### config.mk
export PLATFORM = sky130hd
export DESIGN_NAME = spi_responder
export DESIGN_NICKNAME = d
export VERILOG_FILES = /design/src/rtl/spi_responder.sv
export SDC_FILE = /design/constraint.sdc
export NUM_CORES = 1
export LEC_CHECK = 0
export CAP_MARGIN = 20
export CORE_MARGIN = 2
export CORE_UTILIZATION = 40
export CTS_CLUSTER_SIZE = 24
export DETAILED_ROUTE_END_ITERATION = 10
export SETUP_SLACK_MARGIN = 0.05
export SLEW_MARGIN = 15
export SYNTH_ARGS = -nofsm -noshare
export SYNTH_HDL_FRONTEND = slang
export SYNTH_SLANG_ARGS = --single-unit
### constraint.sdc
create_clock -name clk_50m -period 4.1 [get_ports clk_50m]
set_clock_uncertainty 0.1 [all_clocks]
set_input_delay 0.615 -clock clk_50m [delete_from_list [all_inputs] [get_ports clk_50m]]
set_output_delay 0.615 -clock clk_50m [all_outputs]
set_load 0.01 [all_outputs]
### src/rtl/spi_responder.sv
// SPI mode-0 responder: oversamples sck/mosi/cs on the system clock,
// shifts MSB-first, with a one-entry TX holding buffer.
module spi_responder #(
    parameter logic [7:0] DEFAULT_FILL = 8'hFF,
    parameter int         SYNC_STAGES  = 2
) (
    input  logic       clk_50m,
    input  logic       rst_n,
    input  logic       sck,
    input  logic       mosi,
    input  logic       cs,
    output logic       miso,
    input  logic [7:0] tx_data,
    input  logic       tx_valid,
    output logic       tx_ready,
    output logic [7:0] rx_data,
    output logic       rx_valid,
    output logic       tx_underrun,
    output logic       busy
);

    typedef enum logic {
        IDLE  = 1'b0,
        SHIFT = 1'b1
    } state_t;

    state_t state, state_n;

    logic [SYNC_STAGES-1:0] sck_sync;
    logic [SYNC_STAGES-1:0] cs_sync;
    logic [SYNC_STAGES-1:0] mosi_sync;
    logic                   sck_d;
    logic                   cs_d;

    logic sck_s;
    logic cs_s;
    logic mosi_s;
    logic sck_rise;
    logic sck_fall;
    logic cs_fall;
    logic cs_rise;

    logic [3:0] bit_cnt, bit_cnt_n;
    logic       reload, reload_n;
    logic [7:0] tx_sh, tx_sh_n;
    logic [7:0] rx_sh, rx_sh_n;
    logic [7:0] rx_data_n;
    logic       rx_valid_n;
    logic       underrun_n;
    logic       miso_n;

    logic [7:0] tx_buf, tx_buf_n;
    logic       tx_full, tx_full_n;
    logic       tx_accept;
    logic       do_load;
    logic [7:0] load_byte;
    logic [7:0] rx_next;

    // Idle levels chosen so reset never produces a spurious edge.
    always_ff @(posedge clk_50m) begin
        if (!rst_n) begin
            sck_sync  <= '0;
            cs_sync   <= '1;
            mosi_sync <= '1;
            sck_d     <= 1'b0;
            cs_d      <= 1'b1;
        end else begin
            sck_sync  <= {sck_sync[SYNC_STAGES-2:0], sck};
            cs_sync   <= {cs_sync[SYNC_STAGES-2:0], cs};
            mosi_sync <= {mosi_sync[SYNC_STAGES-2:0], mosi};
            sck_d     <= sck_sync[SYNC_STAGES-1];
            cs_d      <= cs_sync[SYNC_STAGES-1];
        end
    end

    assign sck_s    = sck_sync[SYNC_STAGES-1];
    assign cs_s     = cs_sync[SYNC_STAGES-1];
    assign mosi_s   = mosi_sync[SYNC_STAGES-1];
    assign sck_rise = sck_s & ~sck_d;
    assign sck_fall = ~sck_s & sck_d;
    assign cs_fall  = ~cs_s & cs_d;
    assign cs_rise  = cs_s & ~cs_d;

    assign tx_accept = tx_valid & ~tx_full;
    assign load_byte = tx_full ? tx_buf : DEFAULT_FILL;
    assign rx_next   = {rx_sh[6:0], mosi_s};

    always_comb begin
        state_n    = state;
        bit_cnt_n  = bit_cnt;
        reload_n   = reload;
        tx_sh_n    = tx_sh;
        rx_sh_n    = rx_sh;
        rx_data_n  = rx_data;
        rx_valid_n = 1'b0;
        underrun_n = 1'b0;
        miso_n     = miso;
        do_load    = 1'b0;

        unique case (state)
            IDLE: begin
                miso_n = 1'b1;
                if (cs_fall) begin
                    state_n = SHIFT;
                    do_load = 1'b1;
                end
            end
            SHIFT: begin
                if (cs_rise) begin
                    state_n   = IDLE;
                    miso_n    = 1'b1;
                    bit_cnt_n = 4'd0;
                    reload_n  = 1'b0;
                    rx_sh_n   = 8'h00;
                end else if (sck_rise) begin
                    rx_sh_n = rx_next;
                    if (bit_cnt == 4'd7) begin
                        rx_data_n  = rx_next;
                        rx_valid_n = 1'b1;
                        bit_cnt_n  = 4'd0;
                        reload_n   = 1'b1;
                    end else begin
                        bit_cnt_n = bit_cnt + 4'd1;
                    end
                end else if (sck_fall) begin
                    if (reload) begin
                        do_load  = 1'b1;
                        reload_n = 1'b0;
                    end else begin
                        tx_sh_n = {tx_sh[6:0], 1'b0};
                        miso_n  = tx_sh[6];
                    end
                end
            end
            default: state_n = IDLE;
        endcase

        if (do_load) begin
            tx_sh_n    = load_byte;
            miso_n     = load_byte[7];
            bit_cnt_n  = 4'd0;
            underrun_n = ~tx_full;
        end
    end

    // A byte accepted during a load waits for the next load.
    assign tx_full_n = (tx_full & ~do_load) | tx_accept;
    assign tx_buf_n  = tx_accept ? tx_data : tx_buf;

    always_ff @(posedge clk_50m) begin
        if (!rst_n) begin
            state       <= IDLE;
            bit_cnt     <= 4'd0;
            reload      <= 1'b0;
            tx_sh       <= 8'h00;
            rx_sh       <= 8'h00;
            rx_data     <= 8'h00;
            rx_valid    <= 1'b0;
            tx_underrun <= 1'b0;
            miso        <= 1'b1;
            tx_buf      <= 8'h00;
            tx_full     <= 1'b0;
        end else begin
            state       <= state_n;
            bit_cnt     <= bit_cnt_n;
            reload      <= reload_n;
            tx_sh       <= tx_sh_n;
            rx_sh       <= rx_sh_n;
            rx_data     <= rx_data_n;
            rx_valid    <= rx_valid_n;
            tx_underrun <= underrun_n;
            miso        <= miso_n;
            tx_buf      <= tx_buf_n;
            tx_full     <= tx_full_n;
        end
    end

    assign tx_ready = ~tx_full;
    assign busy     = (state == SHIFT);

endmodule

After elaboration in Yosys (flattened, before gate mapping) --
Index checks and enable logic that the tools add are counted. Widths: inputs -> output; s select.
Word-level totals: logic and storage cells 85, output and inout port bits 13, input port bits 14, register bits 48
Operators by class: reduce and logical (&&, ||, !) cells 12, bitwise logic cells 17, add/sub/neg operators 1, multiplexer cells 31, equality and inequality tests 8
Operator list (number):
- $mux 7 | 8
- $mux 1 | 16
- $mux 4 | 3
- $not 1->1 | 10
- $mux 8 | 1
- $and 1x1->1 | 6
- $ne 2x1->1 const B | 3
- $pmux 1 s2 | 3
- $reduce_and 3->1 | 2
- $reduce_bool 2->1 | 3
- $reduce_and 5->1 | 1
- $add 4x1->4 const B | 1
- $eq 4x3->1 const B | 1
- $ne 4x1->1 const B | 1
- $ne 4x2->1 const B | 1
- $ne 4x3->1 const B | 1
- $reduce_and 2->1 | 2
- $reduce_and 4->1 | 1
- $reduce_or 4->1 | 1
- $ne 3x1->1 const B | 1
- $reduce_bool 3->1 | 1
- $reduce_or 2->1 | 1
- $or 1x1->1 | 1

Logic depth before layout (Yosys ltp) --
depth after elaboration 9, depth in mapped cells 8, mapped depth without buffers 6

Worst setup path before layout --
Ideal clock, no wire load.
kind register to register, start register sck_d, end register tx_sh[4], arrival time 1637 ps, clock period less this slack 1869 ps, data required time 3868 ps, buffers on the path 2, setup time 132 ps, slack 2231 ps, stages on the path, launching flop included 9, cell sequence dfxtp_1 inv_1 ha_1 clkbuf_1 nand3b_1 o31a_1 buf_6 o311ai_1 a21oi_1
Between the ends: longest elaborated chain between the ends 7, elaborated cells between the ends (all ways) 14, classes of those cells eq/ne: 3; mux: 5; bitwise: 3; reduce/logical: 3
Ends and longest elaborated chain:
- from (decl) | RTL line 32 | logic sck_d;
- from (signal assigned) | RTL line 71 | sck_d <= sck_sync[SYNC_STAGES-1];
- $and 1x1->1 or $not 1->1 (tied branches) | RTL line 80, 79
- $mux 1 or $and 1x1->1 (tied branches) | RTL line 125, 79
- $mux 1 | RTL line 115 | end else if (sck_rise) begin
- $mux 1 | RTL line 109 | if (cs_rise) begin
- $pmux 1 s2 | RTL line 100 | unique case (state)
- $ne 2x1->1 (no line) or $reduce_bool 2->1 (tied branches)
- $reduce_and 5->1 (no line)
- to (signal assigned) | RTL line 167 | tx_sh <= tx_sh_n;
- to (decl) | RTL line 45 | logic [7:0] tx_sh, tx_sh_n;
Parallel ways exist; a longest one is shown, timed or not. A chain may end at the register's enable or synchronous reset.

Final worst setup path --
start register tx_full, end output tx_ready
Between the ends: longest elaborated chain between the ends 1
Ends and longest elaborated chain:
- from (decl) | RTL line 53 | logic tx_full, tx_full_n;
- from (signal assigned) | RTL line 174 | tx_full <= tx_full_n;
- $not 1->1 | RTL line 178 | assign tx_ready = ~tx_full;
- to (decl) | RTL line 15 | output logic tx_ready,
No other way between the ends.

==> impl_metrics.yaml <==
outcome:
  status: "complete, no violations"
die:
  initial_core_util_pct: 41.1
  fp.dieH_um: 73.4
  fp-row-count: 25
  pin_count: 27
  fp.dieArea_mm2: 0.00539
  core-area_mm2: 0.00469
  die_w_um: 73.4
global_route:
  antenna_found_initial: 0
  grt_max_degree: 36
  grt_util_all_layers_pct: 14.9
  grt_pass1_vias: 1412
  grt_pass1_wl_mm: 6.36
  grt-ovfl-total: 0
synthesis:
  synthFlopType: "dfxtp_1"
  synth_area_mm2: 0.00193
  synth_top_family_by_area: "simple AND/OR/NAND/NOR gates"
  synthAdderAreaFrac_pct: 1.95
  syn_inst: 220
  ys_seq_area_share_pct: 49.8
  syn_avg_cell_area_um2: 8.76
  synth_edf_count: 0
  yosys.area_share.simple_pct: 21.5
  synth_compound_area_share_pct: 19.6
  syn_nets: 237
  ys_types: 42
  synthArstFlopShare_pct: 0
  yosys.area_share.xor_xnor_pct: 0.909
  ys_warn_count: 0
  synthDominantCellAreaShare_pct: 49.8
  ys_ff_latch: 48
  yosysTopAreaCell: "dfxtp_1"
  synthMuxAreaShare_pct: 0
  synthTopCellsByArea: "dfxtp_1 (50%), a21oi_1 (6.7%), nand2_1 (6.6%)"
worst_setup_path:
  critPathMaxFanout: 10
  worstSetupPathType: "flop to output pin"
  cp-start-kind: "flop"
  slowest_stage: "clkdlybuf4s50_1"
  crit_family: "buffers and inverters"
  worstPathRequired_ps: 3380
  cp_slowest_stage_delay_ps: 570
  path_cells: "clkinv_1 -> clkdlybuf4s50_1"
  worstSetupEndpointType: "output pin"
  crit_arrival_ps: 1520
  crit_buf_inv: 2
sta:
  setup_viol: 0
  max_slew.worst_pin.slew_ps: 621
  slew_headroom_pct: 58.4
  tns_ps: 0
  period_needed_ps: 2240
  fin_crit_sh_pct: 54.5
  hold_viol: 0
  rsz0062_at_grt: "false"
  maxSlewViolCount: 0
  finalWorstSetupSlack_ps: 1860
  timing.fmax_mhz: 447
drt:
  drt_wl_total_mm: 3.66
  drtPass1Iterations: 4
  vias: 1558
  via_per_inst: 5.26
  route.detailed.drc: 0
  antenna_left: 0
  routedWlPerCell_um: 12.4
  drt_iter0_drc: 128
power_and_ir_drop:
  totalPowerFinal_mw: 0.816
  power_leakage_nw: 0.784
  p_per_area_mw_per_mm2: 357
  ir_drop_mv: 0.262
hold_path:
  hp-class: "flop to flop"
placement:
  dp_cells: 288
  gp_congestion: 0.766
  io_buffers: 26
  pre_cts_ws_ps: 2050
  dpl.hpwl_mm: 2.54
layout:
  antenna_cells: 0
  layout.nets: 258
  final_layout_size_suffix_gt1_share_pct: 4.96
  stdcell_count: 296
  syn_to_final_growth_pct: 18.4
cts:
  cts_tree: "done"
  clock_path_buffers: 2
  cts.htree.levels: 2
  cts_buffers: 5
  insertion_delay_ps: 290
  postCtsHoldBufs: 0
  clkTransAtPathRegs_ps: 80
  cts_resized: 0
  post_cts_buffers: 0
  clockRootBuffer: "clkbuf_8"
  clock-sinks: 48
flow_run:
  drv_cap: 0
[worst register-to-register path, delay by kind of cell (launching register included)]
kind,cells,cell delay [ps]
buffers and inverters,1,50
adders and majority gates,1,260
AOI/OAI and AO/OA,3,850
and+or+nand+nor,1,300
DFF,1,340
[cell families after synthesis]
group / Yosys count
AOI/OAI and AO/OA: 57
xor gates and xnor gates: 2
adders and majority gates: 3
buffers and inverters: 27
DFF: 48
and+or+nand+nor: 83
[flip-flops by register name, summed over array words and instances, names as in the netlist, 2 cells and up]
name       flops
rx_data        8
tx_buf         8
rx_sh          7
tx_sh          7
bit_cnt        4
cs_sync        2
mosi_sync      2
sck_sync       2
[Yosys cell counts, types with 4 or more instances]
library cell / number
o311ai_1: 6
nor2_1: 13
clkbuf_1: 8
a21oi_1: 26
dfxtp_1: 48
inv_1: 11
nand2_1: 34
nor3_1: 4
a22oi_1: 8
nand2b_1: 6
o311ai_0: 6
nand3_1: 10
[final timing paths]
check / from / endpoint / slack [ps] / depth (start not counted)
setup reg to reg: sck_d / tx_sh[4] / 2090 / 6
hold / removal: cs_sync[0] / cs_sync[1] / 320 / 1
hold reg to reg: cs_sync[0] / cs_sync[1] / 320 / 1
setup / recovery: tx_full / tx_ready / 1860 / 2
[layer usage]
| metal | vias up | wire length (µm) | global-route usage [%] |
|---|---|---|---|
| met1 | 719 | 1760 | 19.7 |
| met2 | 24 | 1770 | 24.5 |
| met5 | - | 0 | 0 |
| met4 | 0 | 19 | 3.64 |
| met3 | 2 | 117 | 3.70 |
| li1 | 813 | - | - |
[power breakdown]
group / leakage (nW) / switching [mW] / internal (mW) / total (mW)
combinational: 0.346 / 0.0329 / 0.0273 / 0.0602
clock: 0.0479 / 0.151 / 0.119 / 0.270
sequential: 0.390 / 0.00843 / 0.477 / 0.485
total: 0.784 / 0.193 / 0.623 / 0.816
[final cells by class]
class / count / area (µm²)
fill: 463 / 2410
sequential: 48 / 961
clock buffer: 5 / 68.8
timing repair buffer: 27 / 268
inverter: 14 / 52.6
tap: 54 / 67.6
multi-input combinational: 145 / 847
clock inverter: 3 / 18.8
[per-stage QoR]
stage,hold WS [ps],instance area (µm²),utilization (%)
after global routing,329,2280,48.7
after detailed placement,298,2200,46.8
after floorplan,286,1930,-
after global placement,299,2200,46.8
final,319,2280,48.7
after CTS,321,2280,48.7
[cells in the final DEF (no fill, tap or decap), types with 2 or more instances in the layout]
cell type	netlist	routed
dfxtp_1	48	48
o21ai_0	2	2
a21oi_1	26	26
nand2b_1	6	6
nand3b_1	2	2
a22oi_1	8	8
clkinv_1	2	2
o311ai_0	6	6
inv_1	11	11
clkdlybuf4s50_1	0	26
nand3_1	10	10
o311ai_1	6	6
nor3_1	4	4
nor2_1	13	13
clkbuf_8	0	5
clkinv_2	0	2
nand2_1	34	34
and2_1	2	2
ha_1	3	3
nor2b_1	2	2
Note: power is estimated with default switching activity, not from simulation.
